==> config.mk <==
export PLATFORM = sky130hd
export DESIGN_NAME = multicycle_control_flat
export DESIGN_NICKNAME = d
export VERILOG_FILES = /design/src/rtl/multicycle_control_if.sv /design/src/rtl/multicycle_control.sv /design/src/flat_wrapper.sv
export SDC_FILE = /design/constraint.sdc
export NUM_CORES = 1
export LEC_CHECK = 0
export CORE_UTILIZATION = 45
export CTS_CLUSTER_SIZE = 30
export DETAILED_ROUTE_END_ITERATION = 10
export PLACE_DENSITY_LB_ADDON = 0.3
export SLEW_MARGIN = 30
export SYNTH_ARGS = -nofsm -noshare
export SYNTH_HDL_FRONTEND = slang
export SYNTH_SLANG_ARGS = --single-unit
==> constraint.sdc <==
create_clock -name clk -period 2.4 [get_ports clk]
set_clock_uncertainty 0.05 [all_clocks]
set_input_delay 0.36 -clock clk [delete_from_list [all_inputs] [get_ports clk]]
set_output_delay 0.36 -clock clk [all_outputs]
set_load 0.01 [all_outputs]
==> src/rtl/multicycle_control_if.sv <==
// -----------------------------------------------------------------------------
// multicycle_control_if
// Memory handshake bundle between the multi-cycle control unit and the
// instruction/data memories.
//   instr_req             : control -> imem, fetch request (held until ack)
//   instr_ack             : imem -> control, fetch complete
//   data_req              : control -> dmem, data access request
//   data_ack              : dmem -> control, data access complete
//   data_mem_write_enable : control -> dmem, access is a store
// Modports: master = control unit, slave = memory side.
// -----------------------------------------------------------------------------
interface multicycle_control_if;
  logic instr_req;
  logic instr_ack;
  logic data_req;
  logic data_ack;
  logic data_mem_write_enable;

  modport master (
    output instr_req,
    output data_req,
    output data_mem_write_enable,
    input  instr_ack,
    input  data_ack
  );

  modport slave (
    input  instr_req,
    input  data_req,
    input  data_mem_write_enable,
    output instr_ack,
    output data_ack
  );
endinterface

==> src/rtl/multicycle_control.sv <==
// -----------------------------------------------------------------------------
// multicycle_control
// Multi-cycle control unit for an RV32I core. Walks each instruction through
// FETCH/DECODE/EXEC/(MEM|BTGT)/WB, drives the datapath selects, and handshakes
// with instruction and data memory. Illegal opcodes and ack timeouts park the
// unit in FAULT until reset.
// Parameters:
//   ALU_CTRL_W   : width of alu_control (>= 4, encodings zero-extended)
//   MEM_WAIT_MAX : wait cycles without ack before a bus fault (1..255)
// Ports:
//   clk, rst_n            : clock, synchronous active-low reset
//   bus                   : memory handshake (master side)
//   instr                 : IR contents, valid from DECODE onward
//   alu_zero/lt/ltu       : ALU flags for branch resolution
//   ir_write, pc_write, pc_src, reg_write_enable : datapath enables
//   alu_src_a/b, result_src, imm_src, alu_control : datapath selects
//   illegal_instr, bus_fault : sticky fault flags; halted : in FAULT
// Optional build macro CTRL_INSTRET_EN adds instret[31:0], a retired
// instruction counter.
// -----------------------------------------------------------------------------
module multicycle_control #(
  parameter int ALU_CTRL_W   = 4,
  parameter int MEM_WAIT_MAX = 15
) (
  input  logic                    clk,
  input  logic                    rst_n,
  multicycle_control_if.master    bus,
  input  logic [31:0]             instr,
  input  logic                    alu_zero,
  input  logic                    alu_lt,
  input  logic                    alu_ltu,
  output logic                    ir_write,
  output logic                    pc_write,
  output logic                    pc_src,
  output logic                    reg_write_enable,
  output logic [1:0]              alu_src_a,
  output logic [1:0]              alu_src_b,
  output logic [1:0]              result_src,
  output logic [2:0]              imm_src,
  output logic [ALU_CTRL_W-1:0]   alu_control,
  output logic                    illegal_instr,
  output logic                    bus_fault,
  output logic                    halted
`ifdef CTRL_INSTRET_EN
  , output logic [31:0]           instret
`endif
);

  typedef enum logic [2:0] {
    S_FETCH, S_DECODE, S_EXEC, S_MEM, S_WB, S_BTGT, S_FAULT
  } state_t;

  typedef enum logic [3:0] {
    C_R, C_IALU, C_LOAD, C_STORE, C_BRANCH, C_JAL, C_JALR, C_LUI, C_AUIPC, C_BAD
  } class_t;

  localparam logic [3:0] ALU_ADD = 4'd0, ALU_SUB = 4'd1, ALU_AND = 4'd2,
                         ALU_OR  = 4'd3, ALU_XOR = 4'd4, ALU_SLT = 4'd5,
                         ALU_SLTU = 4'd6, ALU_SLL = 4'd7, ALU_SRL = 4'd8,
                         ALU_SRA = 4'd9;
  localparam logic [7:0] WAIT_MAX = 8'(MEM_WAIT_MAX);

  typedef struct packed {
    logic       instr_req;
    logic       data_req;
    logic       data_we;
    logic       ir_write;
    logic       pc_write;
    logic       pc_src;
    logic       reg_write_enable;
    logic [1:0] alu_src_a;
    logic [1:0] alu_src_b;
    logic [1:0] result_src;
    logic [2:0] imm_src;
    logic [3:0] alu_op;
  } ctl_t;

  state_t      state_reg, state_next;
  logic [7:0]  wait_reg, wait_next, wait_inc;
  logic        taken_reg, taken_next;
  logic        illegal_reg, illegal_next;
  logic        bus_fault_reg, bus_fault_next;
  logic [31:0] instret_reg, instret_next;
  class_t      cls;
  logic [3:0]  alu_op;
  logic        taken;
  ctl_t        ctl;

  wire [6:0] opcode = instr[6:0];
  wire [2:0] funct3 = instr[14:12];
  wire [6:0] funct7 = instr[31:25];

  // Register fields and most immediate bits are consumed by the datapath.
  logic unused_instr;
  assign unused_instr = ^{instr[24:15], instr[11:7]};

  // Instruction class, with illegal funct3/funct7 combinations mapped to C_BAD.
  always_comb begin
    cls = C_BAD;
    case (opcode)
      7'b0110011: if (funct7 == 7'h00 ||
                      (funct7 == 7'h20 && (funct3 == 3'b000 || funct3 == 3'b101)))
                    cls = C_R;
      7'b0010011: begin
        if (funct3 == 3'b001)      cls = (funct7 == 7'h00) ? C_IALU : C_BAD;
        else if (funct3 == 3'b101) cls = (funct7 == 7'h00 || funct7 == 7'h20) ? C_IALU : C_BAD;
        else                       cls = C_IALU;
      end
      7'b0000011: if (funct3 != 3'b011 && funct3 != 3'b110 && funct3 != 3'b111) cls = C_LOAD;
      7'b0100011: if (funct3 == 3'b000 || funct3 == 3'b001 || funct3 == 3'b010) cls = C_STORE;
      7'b1100011: if (funct3 != 3'b010 && funct3 != 3'b011) cls = C_BRANCH;
      7'b1101111: cls = C_JAL;
      7'b1100111: if (funct3 == 3'b000) cls = C_JALR;
      7'b0110111: cls = C_LUI;
      7'b0010111: cls = C_AUIPC;
      default:    cls = C_BAD;
    endcase
  end

  // ALU op for R and I-ALU. Only R-type may select SUB; funct7[5] on an
  // I-type add is just an immediate bit.
  always_comb begin
    alu_op = ALU_ADD;
    case (funct3)
      3'b000:  alu_op = (cls == C_R && funct7[5]) ? ALU_SUB : ALU_ADD;
      3'b001:  alu_op = ALU_SLL;
      3'b010:  alu_op = ALU_SLT;
      3'b011:  alu_op = ALU_SLTU;
      3'b100:  alu_op = ALU_XOR;
      3'b101:  alu_op = funct7[5] ? ALU_SRA : ALU_SRL;
      3'b110:  alu_op = ALU_OR;
      default: alu_op = ALU_AND;
    endcase
  end

  always_comb begin
    taken = 1'b0;
    case (funct3)
      3'b000:  taken = alu_zero;
      3'b001:  taken = !alu_zero;
      3'b100:  taken = alu_lt;
      3'b101:  taken = !alu_lt;
      3'b110:  taken = alu_ltu;
      3'b111:  taken = !alu_ltu;
      default: taken = 1'b0;
    endcase
  end

  assign wait_inc = wait_reg + 8'd1;

  always_comb begin
    ctl            = '0;
    state_next     = state_reg;
    taken_next     = taken_reg;
    illegal_next   = illegal_reg;
    bus_fault_next = bus_fault_reg;
    wait_next      = wait_reg;
    case (state_reg)
      S_FETCH: begin
        ctl.instr_req = 1'b1;
        if (bus.instr_ack) begin
          ctl.ir_write = 1'b1;
          ctl.pc_write = 1'b1;
          state_next   = S_DECODE;
        end else begin
          wait_next = wait_inc;
          if (wait_inc == WAIT_MAX) begin
            bus_fault_next = 1'b1;
            state_next     = S_FAULT;
          end
        end
      end
      S_DECODE: begin
        if (cls == C_BAD) begin
          illegal_next = 1'b1;
          state_next   = S_FAULT;
        end else begin
          state_next = S_EXEC;
        end
      end
      S_EXEC: begin
        state_next = S_WB;
        case (cls)
          C_R:     ctl.alu_op = alu_op;
          C_IALU:  begin ctl.alu_src_b = 2'd1; ctl.alu_op = alu_op; end
          C_LOAD:  begin ctl.alu_src_b = 2'd1; state_next = S_MEM; end
          C_STORE: begin ctl.alu_src_b = 2'd1; ctl.imm_src = 3'd1; state_next = S_MEM; end
          C_BRANCH: begin
            ctl.alu_op  = ALU_SUB;
            ctl.imm_src = 3'd2;
            taken_next  = taken;
            state_next  = S_BTGT;
          end
          C_JAL: begin
            ctl.alu_src_a = 2'd1; ctl.alu_src_b = 2'd1; ctl.imm_src = 3'd4;
            ctl.pc_write  = 1'b1; ctl.pc_src = 1'b1;
          end
          C_JALR: begin
            ctl.alu_src_b = 2'd1;
            ctl.pc_write  = 1'b1; ctl.pc_src = 1'b1;
          end
          C_LUI:   begin ctl.alu_src_a = 2'd2; ctl.alu_src_b = 2'd1; ctl.imm_src = 3'd3; end
          C_AUIPC: begin ctl.alu_src_a = 2'd1; ctl.alu_src_b = 2'd1; ctl.imm_src = 3'd3; end
          default: begin illegal_next = 1'b1; state_next = S_FAULT; end
        endcase
      end
      S_BTGT: begin
        ctl.alu_src_a = 2'd1;
        ctl.alu_src_b = 2'd1;
        ctl.imm_src   = 3'd2;
        ctl.pc_write  = taken_reg;
        ctl.pc_src    = taken_reg;
        state_next    = S_FETCH;
      end
      S_MEM: begin
        ctl.data_req = 1'b1;
        ctl.data_we  = (cls == C_STORE);
        if (bus.data_ack) begin
          state_next = (cls == C_STORE) ? S_FETCH : S_WB;
        end else begin
          wait_next = wait_inc;
          if (wait_inc == WAIT_MAX) begin
            bus_fault_next = 1'b1;
            state_next     = S_FAULT;
          end
        end
      end
      S_WB: begin
        ctl.reg_write_enable = 1'b1;
        if (cls == C_LOAD)                     ctl.result_src = 2'd1;
        else if (cls == C_JAL || cls == C_JALR) ctl.result_src = 2'd2;
        state_next = S_FETCH;
      end
      default: state_next = S_FAULT;
    endcase
    if (state_next != state_reg) wait_next = '0;
  end

  // An instruction retires when the unit returns to FETCH from a working state.
  always_comb begin
    instret_next = instret_reg;
    if (state_next == S_FETCH &&
        (state_reg == S_WB || state_reg == S_BTGT || state_reg == S_MEM))
      instret_next = instret_reg + 32'd1;
  end

  always_ff @(posedge clk) begin
    if (!rst_n) begin
      state_reg     <= S_FETCH;
      wait_reg      <= '0;
      taken_reg     <= 1'b0;
      illegal_reg   <= 1'b0;
      bus_fault_reg <= 1'b0;
      instret_reg   <= '0;
    end else begin
      state_reg     <= state_next;
      wait_reg      <= wait_next;
      taken_reg     <= taken_next;
      illegal_reg   <= illegal_next;
      bus_fault_reg <= bus_fault_next;
      instret_reg   <= instret_next;
    end
  end

  // Everything is forced low while reset is held, independent of state.
  assign bus.instr_req             = rst_n & ctl.instr_req;
  assign bus.data_req              = rst_n & ctl.data_req;
  assign bus.data_mem_write_enable = rst_n & ctl.data_we;
  assign ir_write         = rst_n & ctl.ir_write;
  assign pc_write         = rst_n & ctl.pc_write;
  assign pc_src           = rst_n & ctl.pc_src;
  assign reg_write_enable = rst_n & ctl.reg_write_enable;
  assign alu_src_a        = rst_n ? ctl.alu_src_a  : 2'd0;
  assign alu_src_b        = rst_n ? ctl.alu_src_b  : 2'd0;
  assign result_src       = rst_n ? ctl.result_src : 2'd0;
  assign imm_src          = rst_n ? ctl.imm_src    : 3'd0;
  assign alu_control      = rst_n ? ALU_CTRL_W'(ctl.alu_op) : '0;
  assign illegal_instr    = rst_n & illegal_reg;
  assign bus_fault        = rst_n & bus_fault_reg;
  assign halted           = rst_n & (state_reg == S_FAULT);

`ifdef CTRL_INSTRET_EN
  assign instret = rst_n ? instret_reg : 32'd0;
`else
  logic unused_instret;
  assign unused_instret = ^instret_next;
`endif

endmodule

==> src/flat_wrapper.sv <==
// flat-port wrapper written by rule: the top's interface ports become plain ports
module multicycle_control_flat 
#(
  parameter int ALU_CTRL_W   = 4,
  parameter int MEM_WAIT_MAX = 15
)
  (clk, rst_n, instr, alu_zero, alu_lt, alu_ltu, ir_write, pc_write, pc_src, reg_write_enable, alu_src_a, alu_src_b, result_src, imm_src, alu_control, illegal_instr, bus_fault, halted, bus_instr_req, bus_data_req, bus_data_mem_write_enable, bus_instr_ack, bus_data_ack);
  multicycle_control_if bus_i ();
  input  logic clk;
  input  logic rst_n;
  input  logic [31:0] instr;
  input  logic alu_zero;
  input  logic alu_lt;
  input  logic alu_ltu;
  output logic ir_write;
  output logic pc_write;
  output logic pc_src;
  output logic reg_write_enable;
  output logic [1:0] alu_src_a;
  output logic [1:0] alu_src_b;
  output logic [1:0] result_src;
  output logic [2:0] imm_src;
  output logic [ALU_CTRL_W-1:0] alu_control;
  output logic illegal_instr;
  output logic bus_fault;
  output logic halted;
  output wire logic [$bits(bus_i.instr_req)-1:0] bus_instr_req;
  output wire logic [$bits(bus_i.data_req)-1:0] bus_data_req;
  output wire logic [$bits(bus_i.data_mem_write_enable)-1:0] bus_data_mem_write_enable;
  input wire logic [$bits(bus_i.instr_ack)-1:0] bus_instr_ack;
  input wire logic [$bits(bus_i.data_ack)-1:0] bus_data_ack;
  assign bus_instr_req = bus_i.instr_req;
  assign bus_data_req = bus_i.data_req;
  assign bus_data_mem_write_enable = bus_i.data_mem_write_enable;
  assign bus_i.instr_ack = bus_instr_ack;
  assign bus_i.data_ack = bus_data_ack;
  multicycle_control #(.ALU_CTRL_W(ALU_CTRL_W), .MEM_WAIT_MAX(MEM_WAIT_MAX)) u_core (.clk(clk), .rst_n(rst_n), .bus(bus_i), .instr(instr), .alu_zero(alu_zero), .alu_lt(alu_lt), .alu_ltu(alu_ltu), .ir_write(ir_write), .pc_write(pc_write), .pc_src(pc_src), .reg_write_enable(reg_write_enable), .alu_src_a(alu_src_a), .alu_src_b(alu_src_b), .result_src(result_src), .imm_src(imm_src), .alu_control(alu_control), .illegal_instr(illegal_instr), .bus_fault(bus_fault), .halted(halted));
endmodule
==> run metrics <==
RSZ-0062 raised after global routing true; Crit. End Element output pin; pwr dens 362.3 mW/mm^2; largest net degree at the start of global routing 13; post-synthesis sequential area ratio between 10% and 20%; worst hold start u_core.illegal_reg; max cap viols 0; Post-synth ARST share 0%; commonest non-fill, non-tap cell in the layout buf_4; crit path DAT 2160 ps; FMAX 389.5 MHz; clock sink count 14; CTS tree built; outcome finished, violations left; Ys Warns 0; worst skew pair latency around 280 ps; Startpoint Class primary input; initial antenna violation count 0; fin nets 360; critical-path cell list buf_6, or4_4, o311a_1, o21ai_2, and3_4, nand3b_1, a221oi_2, buf_2; initial cell density of the core 48.06%; max FFs per register 8; Final min period 2568 ps; Post-Route WL slightly above 5 mm; Setup violations, final 4; worst-path fanout max 4; Syn Nets 272; die area approximately 0.004 mm^2; commonest cells after routing, fill and taps aside buf_4, nor2_1, nand2_1, dlygate4sd2_1, clkdlybuf4s50_1; Hold Crit Class reg -> reg; peak supply drop 425.5 uV; H-tree depth 1; Mapped Cells 231; die height approximately 62 um; Critical-path top delay cell or4_4; failing checks negative setup slack; GR Overflow Total 0; antenna-violating nets left 0; FF+latch count, synth 14; # diodes 0; drt pass-1 iters 6; Slew Viols, Final 0; ratio of cells with drive above 1 in the final layout 32.39%; drt drc 0; # rows 21; Crit path largest cell delay 530 ps; CTS clock-pin slew for the worst setup and hold paths 80 ps; P_leak 1.059 nW; via count roughly 2k; Post-synth EDFFs 0; Setup WS pre-CTS -956.1 ps; Root Driver clkbuf_4; Inserted Clock Buffers 3; Hold Fails Final Rpt 0; number of vias per cell ~5.5; Area Growth Syn to Fin 54.80%; Reg2Reg Launch Point u_core.wait_reg[0]; total I/O pin count 62; Most used DFF post-synth dfxtp_1; setup ws final -167.5 ps; WP data required 1990 ps; setup TNS -441.1 ps; count of different cell masters after synthesis 62; first-pass GRT wire length slightly below 9 mm; Avg Synthesized Cell Area 7.106 um^2; starting DRC count in detailed routing 88; vias in the first global route 1,859; Port Buffer Count 45; period utilization 107.0%; DP HPWL 3.803 mm; Hold Buf Count CTS 0; Wirelength per Cell roughly 14 um; GRT Util Overall 27.60%; GP Congestion about 0.87; CTS Buffer Depth 2; worst path bufs/invs 2; Die W 62.40 um; critical path type in -> out; Worst Setup SP instr[27]; Post-Syn Area 0.001642 mm^2; core footprint about 0.0034 mm^2; Top delay family on crit path simple AND/OR/NAND/NOR gates
## worst reg2reg max path, cell delays in order, from the launching register on
cell and delay [ps]:
dfxtp_1 420, ha_1 240, inv_1 60, or2_1 250, xor2_1 200, a2111oi_4 450
o221ai_4 230, a211oi_2 220
## final cells by class
type	count	area, um^2
Clock buffer	4	36.28
Fill cell	268	874.6
Inverter	10	37.54
Multi-Input combinational cell	192	1323
Sequential cell	14	281.5
Tap cell	46	57.56
Timing Repair Buffer	98	805.8
## timing repair
item	4_1_cts	5_1_grt
setup endpoints to repair	16	16
hold endpoints to repair	0	0
gates resized for setup	77	16
setup buffers	5	1
gates cloned	1	0
pin swaps	18	8
## kinds of logic after synthesis
logic type	share of synthesized area, %
muxes	1.296
buffers and inverters	6.783
AOI/OAI and AO/OA	26.75
xor gates and xnor gates	8.003
other	0.2284
DFF	17.07
and+or+nand+nor	38.34
adders and majority gates	1.524
## metrics by stage
step	instance area [um^2]	util, %	power [W]	hold slack [ps]	cells
after floorplan	1642	-	0.0005289	364.1	231
after global placement	2421	70.88	0.0007195	388.8	353
after detailed placement	2421	70.88	0.0007274	389.6	353
after CTS	2532	74.14	0.0009131	410.4	363
after global routing	2541	74.40	0.0009877	424.5	364
final	2541	74.40	0.0009207	411.7	364
## Yosys cell counts (2+ instances only)
library cell | count | area share, %
xor2_1 | 7 | 3.7
o211ai_1 | 2 | 0.91
ha_1 | 2 | 1.5
nor3b_1 | 3 | 1.4
a31oi_1 | 2 | 0.76
nor2b_1 | 8 | 3.0
and3_1 | 3 | 1.1
buf_4 | 2 | 0.91
nor2_1 | 32 | 7.3
nand3b_1 | 5 | 2.3
nor3_1 | 12 | 3.7
nand4b_1 | 2 | 1.1
nand3_1 | 9 | 2.7
nand4_1 | 7 | 2.7
a211oi_2 | 4 | 3.0
xnor2_1 | 8 | 4.3
buf_2 | 8 | 2.4
a21oi_1 | 14 | 4.3
inv_1 | 9 | 2.1
o21a_1 | 3 | 1.4
o41ai_1 | 2 | 1.1
and2_1 | 2 | 0.76
clkbuf_1 | 5 | 1.1
dfxtp_1 | 14 | 17
o21ai_0 | 11 | 3.4
nand2_1 | 18 | 4.1
or2_2 | 2 | 0.76
## metal layers
layer	track usage, %	vias up	routed length (um)
met1	37.04	918	2345
met4	4.942	0	42
met3	4.745	7	277
met5	0	-	0
met2	46.47	62	2467
li1	-	1007	-
## path summary, 6_finish.rpt
path                              to  slack (ps)  cells after the start
setup / recovery        alu_src_b[0]        -170                      8
hold / removal    u_core.illegal_reg         410                      2
hold reg to reg   u_core.illegal_reg         410                      2
setup reg to reg  u_core.wait_reg[1]         200                      7
## where the power goes
group          total [W]  switching [W]  leakage (nW)  internal, W
clock network   0.000170      0.0000781        0.0210    0.0000924
registers       0.000276      0.0000222         0.114     0.000254
logic           0.000474       0.000250         0.924     0.000224
(Power assumes the default switching activity.)
